File: src/rtl/inst_fetch_pkg.sv
// ---------------------------------------------------------------------------
// inst_fetch_pkg
//   Shared constants and types for the instruction fetch front end.
//
//   WORD_ADDR_W      : width of a word (instruction) address
//   INST_W           : width of one instruction word
//   FIFO_DEPTH       : entries in the fetch buffer (fixed at 2)
//   CNT_W / PTR_W    : widths of the buffer occupancy count and pointers
//   RESET_PC_DEFAULT : default word address fetched first after reset
//   NOP_INST         : all-zero encoding, used as the cleared buffer contents
//   fetch_entry_t    : one buffered instruction with its word address
// ---------------------------------------------------------------------------
package inst_fetch_pkg;

    localparam int WORD_ADDR_W = 30;
    localparam int INST_W      = 32;

    localparam int FIFO_DEPTH  = 2;
    localparam int CNT_W       = $clog2(FIFO_DEPTH + 1);
    localparam int PTR_W       = $clog2(FIFO_DEPTH);

    localparam logic [WORD_ADDR_W-1:0] RESET_PC_DEFAULT = '0;
    localparam logic [INST_W-1:0]      NOP_INST         = 32'h0000_0000;

    typedef struct packed {
        logic [WORD_ADDR_W-1:0] pc;
        logic [INST_W-1:0]      inst;
    } fetch_entry_t;

    localparam fetch_entry_t EMPTY_ENTRY = '{pc: '0, inst: NOP_INST};

    // Sequential word address; wraps from all-ones back to zero.
    function automatic logic [WORD_ADDR_W-1:0] pc_incr(input logic [WORD_ADDR_W-1:0] pc);
        return pc + WORD_ADDR_W'(1);
    endfunction

endpackage

File: src/rtl/fetch_fifo2.sv
// ---------------------------------------------------------------------------
// fetch_fifo2
//   Two-entry FIFO of {pc, inst} pairs sitting between the ROM response and
//   decode. The head is read straight out of storage registers, so nothing
//   from the push side reaches the head combinationally.
//
//   clk        : clock, all state on rising edge
//   rst        : asynchronous active-low reset
//   push       : write push_entry at the tail this cycle
//   push_entry : {pc, inst} to write
//   pop        : consumer takes the head this cycle (ignored when empty)
//   flush      : drop all entries; wins over push and pop
//   head       : current head entry (meaningful when valid)
//   valid      : at least one entry held
//   count      : number of entries held
// ---------------------------------------------------------------------------
module fetch_fifo2
    import inst_fetch_pkg::*;
(
    input  logic               clk,
    input  logic               rst,
    input  logic               push,
    input  fetch_entry_t       push_entry,
    input  logic               pop,
    input  logic               flush,
    output fetch_entry_t       head,
    output logic               valid,
    output logic [CNT_W-1:0]   count
);

    logic [PTR_W-1:0] rd_ptr_reg, rd_ptr_next;
    logic [PTR_W-1:0] wr_ptr_reg, wr_ptr_next;
    logic [CNT_W-1:0] count_reg, count_next;
    logic             do_push;
    logic             do_pop;

    fetch_entry_t     entries [FIFO_DEPTH];

    function automatic logic [PTR_W-1:0] ptr_adv(input logic [PTR_W-1:0] p);
        return (p == PTR_W'(FIFO_DEPTH - 1)) ? '0 : p + PTR_W'(1);
    endfunction

    always_comb begin
        do_push     = push && !flush;
        do_pop      = pop && (count_reg != '0) && !flush;

        rd_ptr_next = rd_ptr_reg;
        wr_ptr_next = wr_ptr_reg;
        count_next  = count_reg;

        if (flush) begin
            rd_ptr_next = '0;
            wr_ptr_next = '0;
            count_next  = '0;
        end else begin
            if (do_push) begin
                wr_ptr_next = ptr_adv(wr_ptr_reg);
            end
            if (do_pop) begin
                rd_ptr_next = ptr_adv(rd_ptr_reg);
            end
            case ({do_push, do_pop})
                2'b10:   count_next = count_reg + CNT_W'(1);
                2'b01:   count_next = count_reg - CNT_W'(1);
                default: count_next = count_reg;
            endcase
        end
    end

    always_ff @(posedge clk or negedge rst) begin
        if (!rst) begin
            rd_ptr_reg <= '0;
            wr_ptr_reg <= '0;
            count_reg  <= '0;
        end else begin
            rd_ptr_reg <= rd_ptr_next;
            wr_ptr_reg <= wr_ptr_next;
            count_reg  <= count_next;
        end
    end

    // Storage: one register per slot. Slots are cleared only by reset; a
    // flush just rewinds the pointers, and stale contents are hidden by
    // valid going low.
    generate
        for (genvar gi = 0; gi < FIFO_DEPTH; gi++) begin : g_entry
            fetch_entry_t entry_reg;

            always_ff @(posedge clk or negedge rst) begin
                if (!rst) begin
                    entry_reg <= EMPTY_ENTRY;
                end else if (do_push && (wr_ptr_reg == PTR_W'(gi))) begin
                    entry_reg <= push_entry;
                end
            end

            assign entries[gi] = entry_reg;
        end
    endgenerate

    assign head  = entries[rd_ptr_reg];
    assign valid = (count_reg != '0);
    assign count = count_reg;

endmodule

File: src/rtl/inst_fetch.sv
// ---------------------------------------------------------------------------
// inst_fetch
//   Instruction fetch front end. Drives a word address to a synchronous
//   instruction ROM, captures the returned word one cycle later into a
//   two-entry buffer, and presents the buffer head to decode with a
//   valid/ready handshake. Redirects flush the buffer, kill any response in
//   flight and restart fetch at the new target.
//
//   Parameters
//     RESET_PC        : word address fetched first after reset
//     BUF_DEPTH       : buffer depth; 2 is the only supported value
//
//   Ports
//     clk             : clock, all state on rising edge
//     rst             : asynchronous active-low reset
//     addr            : word address to the ROM (equals the fetch pc)
//     inst            : ROM data for the address sampled on the last edge
//     if_valid        : buffer head holds a valid instruction
//     if_ready        : decode accepts the head this cycle
//     if_inst         : head instruction
//     if_pc           : word address of the head instruction
//     redirect_valid  : redirect fetch this cycle
//     redirect_target : new word address
// ---------------------------------------------------------------------------
module inst_fetch
    import inst_fetch_pkg::*;
#(
    parameter logic [WORD_ADDR_W-1:0] RESET_PC  = RESET_PC_DEFAULT,
    parameter int                     BUF_DEPTH = FIFO_DEPTH
)
(
    input  logic                   clk,
    input  logic                   rst,
    output logic [WORD_ADDR_W-1:0] addr,
    input  logic [INST_W-1:0]      inst,
    output logic                   if_valid,
    input  logic                   if_ready,
    output logic [INST_W-1:0]      if_inst,
    output logic [WORD_ADDR_W-1:0] if_pc,
    input  logic                   redirect_valid,
    input  logic [WORD_ADDR_W-1:0] redirect_target
);

    // Fetch pc and the single outstanding ROM request
    logic [WORD_ADDR_W-1:0] pc_reg, pc_next;
    logic                   inflight_reg, inflight_next;
    logic [WORD_ADDR_W-1:0] inflight_pc_reg, inflight_pc_next;

    // Buffer interface
    fetch_entry_t           fifo_head;
    fetch_entry_t           push_entry;
    logic                   fifo_valid;
    logic [CNT_W-1:0]       fifo_count;

    logic                   deq;
    logic                   issue;
    logic                   kill;
    logic                   resp_push;
    logic                   credit_ok;
    logic [CNT_W:0]         occupancy;

    always_comb begin
        deq        = fifo_valid && if_ready;

        // Credit: buffered entries plus the outstanding request must leave
        // room for the new response. A dequeue in the same cycle frees a
        // slot before that response lands, so it also grants a credit.
        occupancy  = {1'b0, fifo_count} + (CNT_W + 1)'(inflight_reg);
        credit_ok  = occupancy < (CNT_W + 1)'(BUF_DEPTH);
        issue      = !redirect_valid && (credit_ok || deq);

        // The ROM answers in the cycle after issue, so a redirect only has
        // to suppress the response arriving in the same cycle.
        kill       = redirect_valid && inflight_reg;
        resp_push  = inflight_reg && !kill;
        push_entry = '{pc: inflight_pc_reg, inst: inst};

        pc_next          = pc_reg;
        inflight_next    = issue;
        inflight_pc_next = inflight_pc_reg;

        if (redirect_valid) begin
            pc_next = redirect_target;
        end else if (issue) begin
            pc_next          = pc_incr(pc_reg);
            inflight_pc_next = pc_reg;
        end
    end

    always_ff @(posedge clk or negedge rst) begin
        if (!rst) begin
            pc_reg          <= RESET_PC;
            inflight_reg    <= 1'b0;
            inflight_pc_reg <= '0;
        end else begin
            pc_reg          <= pc_next;
            inflight_reg    <= inflight_next;
            inflight_pc_reg <= inflight_pc_next;
        end
    end

    fetch_fifo2 u_fifo (
        .clk        (clk),
        .rst        (rst),
        .push       (resp_push),
        .push_entry (push_entry),
        .pop        (deq),
        .flush      (redirect_valid),
        .head       (fifo_head),
        .valid      (fifo_valid),
        .count      (fifo_count)
    );

    assign addr     = pc_reg;
    assign if_valid = fifo_valid;
    assign if_inst  = fifo_head.inst;
    assign if_pc    = fifo_head.pc;

endmodule

File: config.mk
export PLATFORM = sky130hd
export DESIGN_NAME = inst_fetch
export DESIGN_NICKNAME = d
export VERILOG_FILES = /design/src/rtl/inst_fetch_pkg.sv /design/src/rtl/fetch_fifo2.sv /design/src/rtl/inst_fetch.sv
export SDC_FILE = /design/constraint.sdc
export NUM_CORES = 1
export LEC_CHECK = 0
export ABC_CLOCK_PERIOD_IN_PS = 1780
export BUFFER_PORTS_ARGS = -buffer_cell sky130_fd_sc_hd__buf_2
export CORE_UTILIZATION = 50
export CTS_CLUSTER_SIZE = 28
export DETAILED_ROUTE_END_ITERATION = 6
export GPL_TIMING_DRIVEN = 0
export PLACE_DENSITY = 0.76
export SLEW_MARGIN = 20
export SYNTH_ARGS = -nofsm -noshare
export SYNTH_HDL_FRONTEND = slang
export SYNTH_SLANG_ARGS = --single-unit
File: constraint.sdc
create_clock -name clk -period 1.78 [get_ports clk]
set_clock_uncertainty 0.1 [all_clocks]
set_input_delay 0.445 -clock clk [delete_from_list [all_inputs] [get_ports clk]]
set_output_delay 0.445 -clock clk [all_outputs]
set_load 0.01 [all_outputs]
## Yosys cells after proc, flatten, opt, wreduce, memory -nomap -nowiden

Index checks and enable logic that the tools add are counted.
W data, S select, Z words.

| operators by class | value |
|---|---|
| add/sub/neg operators | 6 |
| $lt $le $gt $ge | 2 |
| eq/ne operators | 2 |
| multiplexer cells | 13 |
| bitwise gates (word level) | 3 |
| reductions and logical operators | 18 |

Operators by type and width:

| cell | count |
|---|---|
| $mux W62 | 3 |
| $mux W30 | 2 |
| $add A30 B1 Y30 const B | 1 |
| $logic_and A1 B1 Y1 | 9 |
| $reduce_bool A2 Y1 | 4 |
| $mux W1 | 6 |
| $pmux W2 S2 | 1 |
| $add A2 B1 Y3 | 1 |
| $lt A3 B2 Y1 const B | 1 |
| $reduce_bool A3 Y1 | 1 |
| $add A1 B1 Y1 const B | 2 |
| $add A2 B1 Y2 const B | 1 |
| $eq A2 B1 Y1 const B | 1 |
| $eq A2 B2 Y1 const B | 1 |
| $ge A2 B2 Y1 const B | 1 |
| $logic_not A1 Y1 | 2 |
| $mux W2 | 1 |
| $not A1 Y1 | 2 |
| $not A1 Y2 | 1 |
| $reduce_and A2 Y1 | 1 |
| $sub A2 B1 Y2 const B | 1 |
| $logic_or A1 B1 Y1 | 1 |

| storage, ports and cells | value |
|---|---|
| register bits | 189 |

## Logic depth before layout (Yosys ltp)

| logic depth | value |
|---|---|
| word-level depth | 7 |
| depth in mapped cells | 8 |

## Cells and area by module

A second synthesis with hierarchy kept.

| unflattened totals | value |
|---|---|
| cells, all modules | 631 |
| area, all modules | 8866.0 um^2 |

By module, submodules not included:

| module | instances | cells each | area each (um^2) | sequential area each (um^2) |
|---|---|---|---|---|
| fetch_fifo2 | 1 | 353 | 5891.9 | 3203.1 |
| inst_fetch | 1 | 278 | 2974.1 | 1526.5 |

## Worst setup path before layout

Ideal clock, no wire load.

| timing path | value |
|---|---|
| kind | register -> output |
| start point | register u_fifo.rd_ptr_reg |
| end point | output port if_pc[17] |
| arrival time | 1.325 ns |
| data required time | 1.235 ns |
| path slack | -0.090 ns |
| cell stages (with the launch flop) | 4 |
| cells stage by stage | dfrtp_1 clkbuf_1 clkbuf_1 mux2_2 |

| on the way | value |
|---|---|
| cells in the longest elaborated chain, start to end | 4 |

RTL lines:

| item | RTL line | text |
|---|---|---|
| from (decl) | fetch_fifo2.sv:31 | `logic [PTR_W-1:0] rd_ptr_reg, rd_ptr_next;` |
| from (signal assigned) | fetch_fifo2.sv:76 | `rd_ptr_reg <= rd_ptr_next;` |
| $not A1 Y2 (implied by the code) | fetch_fifo2.sv:101 | `assign head = entries[rd_ptr_reg];` |
| $mux W62 (implied by the code) (3 in series) | fetch_fifo2.sv:101 |  |
| to (decl) | inst_fetch.sv:39 | `output logic [WORD_ADDR_W-1:0] if_pc,` |

No other way between the ends. The select of a mux whose other input is x is not followed.

## Worst setup path in the final report

| timing path | value |
|---|---|
| start point | register u_fifo.rd_ptr_reg |
| end point | output port if_pc[16] |

Same word-level chain as after synthesis.

==> flow_summary.html <==
<table>
<tr><th>Metric</th><th>Value</th></tr>
<tr><th colspan="2">Yosys</th></tr>
<tr><td>Top cells by area in the synthesized netlist</td><td>dfrtp_1 (56%), mux2_2 (29%), xor2_1 (1.7%)</td></tr>
<tr><td>Sequential cell area fraction in the yosys report</td><td>55.83%</td></tr>
<tr><td>Commonest cells post-synth</td><td>mux2_2 (218), dfrtp_1 (189), nand2_1 (33), o21ai_0 (24), xor2_1 (16)</td></tr>
<tr><td>Post-synthesis instance area</td><td>8472 um^2</td></tr>
<tr><td>Primary flip-flop cell chosen by synthesis mapping</td><td>dfrtp_1</td></tr>
<tr><td>Synth top area share</td><td>55.83%</td></tr>
<tr><td>YS warnings</td><td>0</td></tr>
<tr><td>Total nets after synthesis</td><td>678</td></tr>
<tr><td>Mean cell area of the mapped netlist</td><td>13.87 um^2</td></tr>
<tr><td>Number of enable-type register cells in the synthesized netlist</td><td>0</td></tr>
<tr><td>Cell type with the highest aggregate area in the netlist</td><td>dfrtp_1</td></tr>
<tr><td>Cell count after synthesis</td><td>611</td></tr>
<tr><td>Register bit total from synthesis</td><td>189</td></tr>
<tr><td>Count of different cell masters after synthesis</td><td>40</td></tr>
<tr><td>Count leader, synth</td><td>mux2_2</td></tr>
<tr><td>Fraction of registers with async set or reset after synthesis</td><td>100.0%</td></tr>
<tr><th colspan="2">Setup path</th></tr>
<tr><td>Critical path type</td><td>reg2out</td></tr>
<tr><td>Max stage delay cell, worst path</td><td>dfrtp_2</td></tr>
<tr><td>R2r startpoint</td><td>addr[3]$_DFFE_PN0P_</td></tr>
<tr><td>Critical path launch point type</td><td>flop</td></tr>
<tr><td>Critical path cell sequence</td><td>buf_12 -&gt; clkbuf_16 -&gt; mux2_4 -&gt; buf_6</td></tr>
<tr><td>Largest incremental delay on the critical path</td><td>0.44 ns</td></tr>
<tr><td>Worst setup EP type</td><td>primary output</td></tr>
<tr><td>Launching element of the worst setup path</td><td>u_fifo.rd_ptr_reg$_DFFE_PN0P_</td></tr>
<tr><td>Largest fanout on the critical path</td><td>6</td></tr>
<tr><td>Arrival time at the worst endpoint</td><td>1.62 ns</td></tr>
<tr><td>Required time at the endpoint of the critical path</td><td>1.23 ns</td></tr>
<tr><th colspan="2">STA</th></tr>
<tr><td>Transition at the pin with the smallest max-transition slack</td><td>0.6027 ns</td></tr>
<tr><td>Final-report hold violation count</td><td>0</td></tr>
<tr><td>Tmin final</td><td>2.163 ns</td></tr>
<tr><td>Top achievable clock speed</td><td>462.4 MHz</td></tr>
<tr><td>Pins over their slew limit</td><td>0</td></tr>
<tr><td>Total of endpoints with negative setup slack in the final report</td><td>100</td></tr>
<tr><td>Crit path setup slack, layout</td><td>-0.3826 ns</td></tr>
<tr><td>RSZ-0062 raised after global routing</td><td>yes</td></tr>
<tr><td>Worst max-slew margin expressed relative to the limit</td><td>59.82%</td></tr>
<tr><td>Period utilisation layout</td><td>121.5%</td></tr>
<tr><th colspan="2">Routing</th></tr>
<tr><td>Number of nets with antenna violations after routing</td><td>0</td></tr>
<tr><td>Initial DRT Pass Iterations</td><td>5</td></tr>
<tr><td>Final routed wire length divided by cell count</td><td>20.37 um</td></tr>
<tr><td>Vias</td><td>5954</td></tr>
<tr><td>Iter 0 DRT Violations</td><td>298</td></tr>
<tr><td>Via density per instance</td><td>5.508</td></tr>
<tr><td>Count of unresolved DRC violations after routing</td><td>0</td></tr>
<tr><td>Total wire length</td><td>22020 um</td></tr>
<tr><th colspan="2">Final layout</th></tr>
<tr><td>Ratio of cells with drive above 1 in the final layout</td><td>63.07%</td></tr>
<tr><td>P&amp;R area growth vs syn</td><td>39.89%</td></tr>
<tr><td>Number of filler instances in the final layout</td><td>1033</td></tr>
<tr><td># diodes</td><td>0</td></tr>
<tr><td>Number of flip-flops under the largest register name</td><td>124</td></tr>
<tr><td>Final layout net count</td><td>915</td></tr>
<tr><td>Final std cell area, no fill</td><td>11850 um^2</td></tr>
<tr><td>Non-filler instance count after layout</td><td>1081</td></tr>
<tr><th colspan="2">Place</th></tr>
<tr><td>Instance count after placement with tap cells included</td><td>988</td></tr>
<tr><td>Routability congestion estimate from global placement</td><td>0.8560</td></tr>
<tr><td>Placed Instance Area</td><td>9584 um^2</td></tr>
<tr><td>Post-DP HPWL</td><td>13140 um</td></tr>
<tr><td>IO buf count</td><td>156</td></tr>
<tr><th colspan="2">Global routing</th></tr>
<tr><td>Antenna violations before repair</td><td>0</td></tr>
<tr><td>Overall track demand over capacity in global routing</td><td>25.61%</td></tr>
<tr><td>Pin count of the biggest net entering global routing</td><td>105</td></tr>
<tr><td>Via count of the first global-routing pass</td><td>6467</td></tr>
<tr><td>Total gr overflow</td><td>0</td></tr>
<tr><td>Wire length of the first global-routing pass</td><td>34480 um</td></tr>
<tr><th colspan="2">Floorplan</th></tr>
<tr><td>Horizontal extent of the die</td><td>132.2 um</td></tr>
<tr><td>Core Box Area</td><td>16580 um^2</td></tr>
<tr><td>Die Y-Extent</td><td>132.2 um</td></tr>
<tr><td>Io pins</td><td>159</td></tr>
<tr><td>Site Rows</td><td>47</td></tr>
<tr><td>Die ar.</td><td>17470 um^2</td></tr>
<tr><td>Starting utilization of the core area</td><td>51.09%</td></tr>
<tr><th colspan="2">Hold path</th></tr>
<tr><td>Class of the most critical hold timing path</td><td>in2reg</td></tr>
<tr><td>Hold path startpoint</td><td>redirect_target[9]</td></tr>
<tr><th colspan="2">Clocking</th></tr>
<tr><td>Reg clk slew, reported paths</td><td>0.07 ns</td></tr>
<tr><td>Number of CTS-inserted buffers</td><td>17</td></tr>
<tr><td>Number of clock sinks</td><td>189</td></tr>
<tr><td>Number of levels the H-tree was split into</td><td>4</td></tr>
<tr><td>Clock latency on the worst-skew pair</td><td>0.43 ns</td></tr>
<tr><td>Clock tree from TritonCTS</td><td>built</td></tr>
<tr><td>Root cell of the clock tree</td><td>clkbuf_16</td></tr>
<tr><td>Maximum root-to-sink buffer count</td><td>2</td></tr>
<tr><th colspan="2">Pwr</th></tr>
<tr><td>Maximum ir drop on the vdd rail</td><td>0.8167 mV</td></tr>
<tr><td>Power density over the cells</td><td>1268 nW/um^2</td></tr>
<tr><td>Leak</td><td>5.510 nW</td></tr>
<tr><th colspan="2">Outcome</th></tr>
<tr><td>Status</td><td>finished with violations</td></tr>
<tr><td>Failing checks</td><td>setup timing</td></tr>
<tr><th colspan="2">Run</th></tr>
<tr><td>Max-Cap Viols</td><td>0</td></tr>
</table>
worst max-delay path, delay by kind of cell, from the launching register on:
kind / cells / cell delay (ns)
buffers and inverters: 3 / 0.45
flip-flops: 1 / 0.44
multiplexers: 1 / 0.30
area by class of cell:
type | count | area [um^2] | area share (%)
sequential | 189 | 4743 | 40.02
multi-input combinational | 380 | 3936 | 33.21
timing repair buffer | 224 | 1868 | 15.76
clock buffer | 18 | 439.2 | 3.706
buffer | 32 | 344.1 | 2.903
tap | 220 | 275.3 | 2.323
clock inverter | 14 | 230.2 | 1.943
inverter | 4 | 15.01 | 0.1267
path summary, 6_finish.rpt:
path / end / slack (ns) / cells after the start
max: if_pc[16] / -0.38 / 4
min: addr[9]$_DFFE_PN0P_ / 0.12 / 3
max reg2reg: addr[27]$_DFFE_PN0P_ / -0.21 / 8
min reg2reg: u_fifo.entries[25]$_DFFE_PN0P_ / 0.40 / 1
max in group asynchronous: addr[20]$_DFFE_PN0P_ / 0.23 / 3
min in group asynchronous: u_fifo.entries[22]$_DFFE_PN0P_ / 0.48 / 2
cell usage in the layout (no fill, tap or decap), drive strengths merged, types with 4 or more instances in the layout:
master	n
and3	6
and4	4
buf	245
bufinv	5
clkbuf	28
dfrtp	189
inv	9
mux2	222
nand2	33
nand3	12
nand4	8
nor2	5
nor2b	5
nor3	5
nor4	4
o211ai	4
o21ai	25
or2	4
xnor2	11
xor2	16
through the flow:
stage                     hold WS (ns)  power, mW  utilization, %  TNS, ns  worst slack, ns
after floorplan                0.04941      8.189               -   -1.396         -0.06980
after global placement          0.3807      9.206           57.57  -569.24           -2.631
after detailed placement        0.3882      9.474           57.79   -83.75          -0.6034
after CTS                       0.1078      14.67           69.11   -24.68          -0.3883
after global routing            0.1262      15.67           71.47   -28.57          -0.4255
final                           0.1159      15.03           71.47   -23.55          -0.3826
report_power, final:
part / total, mW / internal [mW] / leakage (nW) / switching, mW
Sequential: 6.27 / 5.49 / 2.27 / 0.775
Combinational: 4.48 / 2.79 / 2.92 / 1.68
Clock: 4.28 / 2.57 / 0.318 / 1.71
Total: 15.0 / 10.9 / 5.51 / 4.17
kinds of logic (layout without fill, tap and decap cells):
family / Yosys count / after routing / share of synthesized area, %
multiplexers: 223 / 223 / 29.63
XOR/XNOR: 27 / 27 / 2.791
adder cells (fa/ha/maj): 1 / 1 / 0.1477
buffers and inverters: 42 / 292 / 2.437
AND/OR/NAND/NOR: 94 / 94 / 6.410
flip-flops: 189 / 189 / 55.83
AO/OA/AOI/OAI: 35 / 35 / 2.762
repair_timing:
action	CTS	global route
endpoints found under the hold margin	63	0
cloned	5	1
pin swaps	12	13
setup buffers	44	19
setup endpoints to repair	233	291
hold buffers	1	0
resized for setup	165	104
layer usage:
metal / GRT usage (%) / part of all wire (%) / routed length (um)
met5: 0 / 0 / 0
met1: 31.96 / 41 / 9115
met2: 44.18 / 52 / 11400
met3: 4.575 / 4.4 / 980
met4: 10.28 / 2.4 / 531
Note: power is estimated with default switching activity, not from simulation.
